===== src/rtl/tt_proc_pkg.sv =====
// tt_proc_pkg: opcodes, mode encodings and FSM states for the parametrised processor
package tt_proc_pkg;

    localparam logic [2:0] OP_LDI = 3'd0;
    localparam logic [2:0] OP_ADD = 3'd1;
    localparam logic [2:0] OP_SUB = 3'd2;
    localparam logic [2:0] OP_AND = 3'd3;
    localparam logic [2:0] OP_XOR = 3'd4;
    localparam logic [2:0] OP_IN  = 3'd5;
    localparam logic [2:0] OP_OUT = 3'd6;
    localparam logic [2:0] OP_SYS = 3'd7;

    localparam logic [1:0] MODE_IDLE = 2'b00;
    localparam logic [1:0] MODE_LOAD = 2'b01;
    localparam logic [1:0] MODE_RUN  = 2'b10;
    localparam logic [1:0] MODE_STEP = 2'b11;

    typedef enum logic [1:0] {
        ST_IDLE = 2'd0,
        ST_LOAD = 2'd1,
        ST_RUN  = 2'd2,
        ST_HALT = 2'd3
    } state_t;

    // sign-extend the 3-bit branch offset field
    function automatic logic [7:0] sext3(input logic [2:0] f);
        return {{5{f[2]}}, f};
    endfunction

endpackage


===== src/rtl/tt_proc_strobe_sync.sv =====
// tt_proc_strobe_sync: 2-FF synchroniser for mode bits and strobe, plus strobe rising-edge detect
module tt_proc_strobe_sync (
    input  logic       clk,
    input  logic       rst_n,
    input  logic       ena,
    input  logic [1:0] mode_raw,
    input  logic       strobe_raw,
    output logic [1:0] mode,
    output logic       strobe
);

    logic [2:0] s1, s2;
    logic       s3;

    // two-stage sync, third stage remembers the previous synced strobe level
    always_ff @(posedge clk or negedge rst_n) begin
        if (!rst_n) begin
            s1 <= '0;
            s2 <= '0;
            s3 <= 1'b0;
        end else if (ena) begin
            s1 <= {mode_raw, strobe_raw};
            s2 <= s1;
            s3 <= s2[0];
        end
    end

    assign mode   = s2[2:1];
    assign strobe = s2[0] & ~s3;

endmodule


===== src/rtl/tt_um_proc_param.sv =====
// tt_um_proc_param: serially loaded 8-bit-ISA processor with IDLE/LOAD/RUN/STEP/HALT control
module tt_um_proc_param
    import tt_proc_pkg::*;
#(
    parameter int DATA_W     = 8,
    parameter int PROG_DEPTH = 16
) (
    input  logic [7:0] ui_in,
    output logic [7:0] uo_out,
    input  logic [7:0] uio_in,
    output logic [7:0] uio_out,
    output logic [7:0] uio_oe,
    input  logic       ena,
    input  logic       clk,
    input  logic       rst_n
);

    localparam int PC_W = $clog2(PROG_DEPTH);

    logic [1:0]        mode;
    logic              strobe;
    state_t            state;
    logic [7:0]        prog [PROG_DEPTH];
    logic [DATA_W-1:0] regs [4];
    logic [PC_W-1:0]   pc, load_ptr, pc_next;
    logic [DATA_W-1:0] out_reg, a, b, res;
    logic [DATA_W:0]   sum, diff;
    logic              carry, zero;
    logic [7:0]        insn;
    logic [2:0]        op, f;
    logic [1:0]        rd;
    logic              retire, is_halt, wr_reg, arith;

    tt_proc_strobe_sync u_sync (
        .clk        (clk),
        .rst_n      (rst_n),
        .ena        (ena),
        .mode_raw   (ui_in[7:6]),
        .strobe_raw (ui_in[0]),
        .mode       (mode),
        .strobe     (strobe)
    );

    assign insn    = prog[pc];
    assign op      = insn[7:5];
    assign rd      = insn[4:3];
    assign f       = insn[2:0];
    assign a       = regs[rd];
    assign b       = regs[f[1:0]];
    assign sum     = {1'b0, a} + {1'b0, b};
    assign diff    = {1'b0, a} - {1'b0, b};
    assign is_halt = op == OP_SYS && rd == 2'd0;
    assign wr_reg  = op < OP_OUT;
    assign arith   = op == OP_ADD || op == OP_SUB;
    assign retire  = state == ST_RUN && (mode == MODE_RUN || (mode == MODE_STEP && strobe));

    // ALU result and next pc for the instruction at pc
    always_comb begin
        res = op == OP_LDI ? DATA_W'(f) :
              op == OP_ADD ? sum[DATA_W-1:0] :
              op == OP_SUB ? diff[DATA_W-1:0] :
              op == OP_AND ? a & b :
              op == OP_XOR ? a ^ b : DATA_W'(ui_in[5:0]);
        pc_next = (op == OP_SYS && a != '0) ? pc + PC_W'(1) + PC_W'(sext3(f)) : pc + PC_W'(1);
    end

    // control FSM, program RAM, register file and flags; a transition swallows any same-cycle strobe
    always_ff @(posedge clk or negedge rst_n) begin
        if (!rst_n) begin
            state    <= ST_IDLE;
            pc       <= '0;
            load_ptr <= '0;
            out_reg  <= '0;
            carry    <= 1'b0;
            zero     <= 1'b0;
            for (int i = 0; i < PROG_DEPTH; i++) prog[i] <= '0;
            for (int i = 0; i < 4; i++) regs[i] <= '0;
        end else if (ena) begin
            case (state)
                ST_IDLE: begin
                    if (mode == MODE_LOAD) begin
                        state    <= ST_LOAD;
                        load_ptr <= '0;
                        pc       <= '0;
                    end else if (mode[1]) state <= ST_RUN;
                end
                ST_LOAD: begin
                    if (mode == MODE_IDLE) state <= ST_IDLE;
                    else if (mode[1]) state <= ST_RUN;
                    else if (strobe) begin
                        prog[load_ptr] <= uio_in;
                        load_ptr       <= load_ptr + PC_W'(1);
                    end
                end
                ST_RUN: begin
                    if (mode == MODE_IDLE) state <= ST_IDLE;
                    else if (mode == MODE_LOAD) begin
                        state    <= ST_LOAD;
                        load_ptr <= '0;
                        pc       <= '0;
                    end else if (retire) begin
                        if (is_halt) state <= ST_HALT;
                        else begin
                            pc <= pc_next;
                            if (wr_reg) begin
                                regs[rd] <= res;
                                zero     <= res == '0;
                            end
                            if (arith) carry <= op == OP_SUB ? diff[DATA_W] : sum[DATA_W];
                            if (op == OP_OUT) out_reg <= a;
                        end
                    end
                end
                default: begin
                    if (mode == MODE_IDLE) state <= ST_IDLE;
                    else if (mode == MODE_LOAD) begin
                        state    <= ST_LOAD;
                        load_ptr <= '0;
                        pc       <= '0;
                    end
                end
            endcase
        end
    end

    assign uo_out  = 8'(out_reg);
    assign uio_out = {state, carry, zero, 4'(pc)};
    assign uio_oe  = state == ST_LOAD ? 8'h00 : 8'hFF;

endmodule


===== config.mk =====
export PLATFORM = sky130hd
export DESIGN_NAME = tt_um_proc_param
export DESIGN_NICKNAME = d
export VERILOG_FILES = /design/src/rtl/tt_proc_pkg.sv /design/src/rtl/tt_proc_strobe_sync.sv /design/src/rtl/tt_um_proc_param.sv
export SDC_FILE = /design/constraint.sdc
export NUM_CORES = 1
export LEC_CHECK = 0
export BUFFER_PORTS_ARGS = -buffer_cell sky130_fd_sc_hd__buf_4
export CAP_MARGIN = 40
export CORE_UTILIZATION = 62
export DETAILED_ROUTE_END_ITERATION = 12
export HOLD_SLACK_MARGIN = 0.12
export PLACE_DENSITY = 0.8
export SETUP_SLACK_MARGIN = 0.5
export SLEW_MARGIN = 20
export SYNTH_ARGS = -nofsm -noshare
export SYNTH_HDL_FRONTEND = slang
export SYNTH_SLANG_ARGS = --single-unit
export TNS_END_PERCENT = 50

===== constraint.sdc =====
create_clock -name clk -period 6.6 [get_ports clk]
set_input_delay 0.66 -clock clk [delete_from_list [all_inputs] [get_ports clk]]
set_output_delay 0.66 -clock clk [all_outputs]
set_load 0.02 [all_outputs]

After elaboration in Yosys (flattened, before gate mapping)
Index checks and enable logic that the tools add are counted.
{"block": "word_totals", "ff_bits": 187, "in_bits": 19, "out_inout_bits": 24, "word_cells": 142}
{"block": "op_classes", "n_addsub": 5, "magnitude_cmp": 7, "eq_ne": 20, "n_mux": 46, "bitwise": 13, "reduce_logical": 22}
{"cell": "$bwmux W128", "count": 1}
{"cell": "$mux W8", "count": 14}
{"cell": "$mux W4", "count": 12}
{"cell": "$bmux W8 S2", "count": 2}
{"cell": "$bmux W8 S4", "count": 1}
{"cell": "$bwmux W32", "count": 1}
{"cell": "$demux W8 S4", "count": 1}
{"cell": "$reduce_and A7 Y1", "count": 3}
{"cell": "$mux W2", "count": 9}
{"cell": "$demux W8 S2", "count": 1}
{"cell": "$pmux W4 S3", "count": 1}
{"cell": "$ge A5 B5 Y1 const B", "count": 2}
{"cell": "$not A4 Y5", "count": 2}
{"cell": "$reduce_and A5 Y1", "count": 2}
{"cell": "$add A8 B8 Y9", "count": 1}
{"cell": "$eq A3 B3 Y1 const B", "count": 3}
{"cell": "$sub A8 B8 Y9", "count": 1}
{"cell": "$add A4 B1 Y4 const B", "count": 2}
{"cell": "$and A8 B8 Y8", "count": 1}
{"cell": "$logic_not A8 Y1", "count": 1}
{"cell": "$ne A2 B2 Y1 const B", "count": 4}
{"cell": "$ne A4 B2 Y1 const B", "count": 2}
{"cell": "$pmux W4 S2", "count": 1}
{"cell": "$reduce_bool A8 Y1", "count": 1}
{"cell": "24 further kinds", "count": 44}

Depth between registers and ports, before layout
{"block": "logic_depth", "word_depth": 16, "depth_mapped": 24, "depth_no_buf": 20}

Cells and area by module
Synthesis repeated with hierarchy kept, for this count alone.
{"block": "unflattened", "cells_unflattened": 818, "hier_area_um2": 10308.6}
{"module": "tt_um_proc_param", "n_inst": 1, "cells_each": 800, "area_per_inst_um2": 9995.8, "seq_area_each_um2": 4504.3}
{"module": "tt_proc_strobe_sync", "n_inst": 1, "cells_each": 18, "area_per_inst_um2": 312.8, "seq_area_each_um2": 175.2}

Worst setup path after synthesis
OpenSTA, ideal clock, no wires.
{"block": "synth_path", "kind": "register to register", "from": "reg pc[1]", "to": "reg zero", "setup_time_ps": 77, "t_arrival_ps": 4856, "required_ps": 6523, "slack_ps": 1668, "stages_incl_launch_ff": 22, "n_path_buf": 4, "cell_sequence": "dfrtp_1 -> buf_2 -> clkbuf_1 -> mux4_2 -> o22ai_1 -> or2_2 -> inv_1 -> clkbuf_1 -> clkbuf_1 -> a21oi_1 -> ha_1 -> fa_1 -> nor2_1 -> nor2_1 -> o21ba_2 -> o31ai_1 -> nor3_1 -> a311oi_1 -> nor3_1 -> nor3_1 -> nand4_1 -> o21ai_1"}
{"block": "synth_via", "elab_chain_cells": 15}
{"element": "from (decl)", "line_no": "tt_um_proc_param.sv:25", "text": "logic [PC_W-1:0] pc, load_ptr, pc_next;"}
{"element": "from (signal assigned)", "line_no": "tt_um_proc_param.sv:104", "text": "pc <= pc_next;"}
{"element": "$not A4 Y5 (not written as such) (*)", "line_no": "tt_um_proc_param.sv:44", "text": "assign insn = prog[pc];"}
{"element": "$bmux W8 S4 (*)", "line_no": "tt_um_proc_param.sv:44"}
{"element": "$mux W8 (not written as such) (*) (2 in a row)", "line_no": "tt_um_proc_param.sv:44"}
{"element": "branches (longest 11 deep; another with $sub A8 B8 Y9)"}
{"element": "to (signal assigned)", "line_no": "tt_um_proc_param.sv:75", "text": "zero <= 1'b0;"}
{"element": "to (signal assigned)", "line_no": "tt_um_proc_param.sv:107", "text": "zero <= res == '0;"}
{"element": "to (decl)", "line_no": "tt_um_proc_param.sv:28", "text": "logic carry, zero;"}
Every way passes the cells marked *. The select of a mux whose other input is x is not followed.
A chain may end at the register's enable or synchronous reset.

Worst setup path in the final report
{"block": "layout_path", "from": "reg pc[0]", "to": "reg zero"}
Same word-level chain as after synthesis.

==> qor.txt <==
Status -> complete, no violations
Critical path required time -> 6.90 ns
Mean area per synthesized cell -> 12.1 um^2
Layout Cells excl Fill -> 1112
CTS H-tree lvls -> 4
CP Class -> flop to flop
Die area -> 0.0171 mm^2
Clock sink total -> 187
Worst setup SP type -> flop
Post-synth top flop -> dfrtp_1
Share of layout cells above drive strength 1 -> 34.8%
PortBufs -> 42
Initial antenna violation count -> 0
# setup viols final -> 0
Post-CTS setup buffers -> 0
Total gr overflow -> 0
Via Count -> 7234
Async SR Flop Fraction -> 100%
Final period util -> 82.4%
TritonCTS clock tree -> done
Number of top-level pins -> 43
RSZ-0062 raised after global routing -> false
Gate Count Post-Synth -> 846
Nets -> 930
Mapped Area -> 0.0103 mm^2
Worst setup EP type -> flop
Worst r2r src -> pc[0]
Gp weighted congestion -> 0.904
Maximum clock insertion buffer count -> 2
CTS root buffer -> clkbuf_16
Tot GR Track Use -> 32.3%
# diodes -> 0
Setup TNS -> 0 ns
HP Class -> input port to asynchronous set/reset pin
CP Max Fanout -> 16
Initial DRC count -> 506
Area growth from synthesis to layout -> 11.6%
DPL Wire Length -> 18.0 mm
DP Cell Count -> 1071
Pre-Repair DR Iteration Count -> 5
Number of global-route vias before repair -> 7393
First-pass GRT wire length -> 40.9 mm
Synth area leaders -> dfrtp_1 (46%), mux2_2 (18%), mux4_2 (5.7%)
Slew headroom -> 39.8%
Worst Tran Pin Value -> 0.903 ns
Initial Util -> 64.2%
FMAX -> 184 MHz
Core area -> 0.0160 mm^2
Reg2reg path depth -> 21
Min cycle time layout -> 5.44 ns
Worst-path clk slew -> 0.07 ns
Largest net degree at the start of global routing -> 68
TritonCTS Buffers -> 17
Maximum VDD drop -> 0.000252 V
Final Hold Vio Count -> 0
Antenna-violating nets left -> 0
Site Rows -> 46
Routed len/inst -> 23.0 um
PwrDens -> 358 mW/mm^2
Remaining DRCs -> 0
Static Leak -> 5.37 nW
Yosys reg bits -> 187
Die H -> 131 um
Worst EP arrival -> 5.74 ns
End of the worst register-to-register path -> zero
EDFF count, synth -> 0
Post-Route WL -> 25.6 mm
Post-synthesis sequential area ratio -> 45.6%
Synth unique cells -> 64
R2R setup slack -> 1.16 ns
Leading area contributor after synthesis -> dfrtp_1
Filler instances -> 1145
Yosys top cell area share -> 45.6%
Synth Warn # -> 0
Chip Width -> 131 um
Final Slew Violations -> 0
Post-Syn Nets -> 893
Vias per cell -> 6.51
Max cap viols -> 0
Clock skew -> 0.0120 ns
Skew-Pair Late Insertion Delay -> 0.44 ns
-- cells by family (layout without fill, tap and decap cells) --
logic type | after synthesis | after routing | synth area share [%]
muxes | 251 | 251 | 29.7
DFF | 187 | 187 | 45.6
and+or+nand+nor | 140 | 140 | 7.08
AOI/OAI and AO/OA | 144 | 144 | 9.41
buffers and inverters | 88 | 138 | 4.01
adders and majority gates | 28 | 28 | 3.56
xor gates and xnor gates | 8 | 8 | 0.683
-- per-stage QoR --
stage | util (%) | total power [mW] | cell area, um^2 | setup WS [ns] | hold slack [ns]
finish | 71.6 | 4.10 | 11500 | 1.16 | 0.142
detailed placement | 67.2 | 2.99 | 10800 | 0.944 | 0.492
floorplan | - | 2.56 | 10300 | 1.67 | 0.364
global route | 71.6 | 4.33 | 11500 | 0.580 | 0.164
CTS | 71.2 | 4.07 | 11400 | 0.897 | 0.153
global placement | 66.8 | 2.94 | 10700 | 1.21 | 0.460
-- synth_stat cells (5+ instances only) --
cell type and count:
a211oi_1 7, o211ai_1 8, xnor2_1 5, a21oi_1 35, clkbuf_1 27, buf_4 11, and2_1 7, nand2b_1 8
o21ai_1 10, mux2i_1 58, ha_1 26, a221oi_1 8, nand3_1 10, o221ai_1 5, o21ai_0 21, o31ai_1 5
buf_2 8, nand2_1 29, o22ai_1 6, dfrtp_1 187, mux4_2 26, nor3_1 16, nor2_1 42, mux2_2 167
inv_1 37
-- critical path, cell delays in order, from the launching register on --
cell and delay (ns):
dfrtp_4 0.63, buf_4 0.28, mux2i_1 0.23, a221oi_1 0.12, o21ai_0 0.29, and2_1 0.53
inv_1 0.22, mux2_2 0.31, nor2_1 0.08, a21oi_1 0.09, ha_1 0.25, fa_1 0.39
nor2_1 0.14, nor2_1 0.06, o21ba_2 0.21, o31ai_1 0.41, nor3_1 0.10, o2bb2ai_1 0.15
nor3_1 0.47, nor3_1 0.13, nand4_1 0.15, o21ai_1 0.07
-- layout make-up --
class	instances	area, um^2	area share [%]
multi-input combinational	571	5180	45.2
inverter	37	139	1.21
clock buffer	19	453	3.95
sequential	187	4690	40.9
tap	216	270	2.36
clock inverter	13	174	1.52
timing repair buffer	69	559	4.88
-- repair_timing --
action                                  4_1_cts  5_1_grt
resized for setup                             0        4
hold buffers                                  0        0
endpoints found under the setup margin        0        9
-- how the worst max path moves through the flow --
stage	start	end	slack, ns	depth (start not counted)
after global placement	pc[2]	zero	1.21	20
after floorplan	pc[1]	zero	1.67	21
after detailed placement	pc[2]	zero	0.94	20
final	pc[0]	zero	1.16	21
after global routing	pc[0]	zero	0.58	21
after CTS	pc[2]	zero	0.90	20
-- layout by cell type (no fill, tap or decap), types with 4 or more instances in the layout --
cell type,n
buf_4,65
mux2_2,167
nand2b_1,8
and2_1,7
o21ai_0,21
a211oi_1,7
xnor2_1,5
o21ai_1,10
nor3_1,16
clkbuf_16,17
nand2_1,29
o221ai_1,5
o31ai_1,5
ha_1,26
o211ai_1,8
a21o_1,4
mux2i_1,58
a21oi_1,35
nor2_1,42
a221oi_1,8
inv_1,37
o22ai_1,6
nand3_1,10
dfrtp_1,184
mux4_2,26
a221o_1,4
a22oi_1,4
-- per-layer routing --
metal	global-route usage (%)	share of wire, %
met5	0	0
met4	13.5	3.3
met3	6.31	5.0
met2	54.1	51
met1	41.3	41
-- flip-flops by register name, summed over array words and instances (netlist names), 2 cells and up --
name,flops
load_ptr,4
state,2
regs,32
uo_out,8
u_sync.s1,3
pc,4
u_sync.s2,3
prog,128
-- where the power goes --
part           total, mW  switching [mW]  internal, mW  leakage, nW
Clock               1.07           0.476         0.596        0.306
Combinational       1.72            1.06         0.660         2.53
Sequential          1.31          0.0853          1.22         2.54
Power figures use the tool's default switching activity.
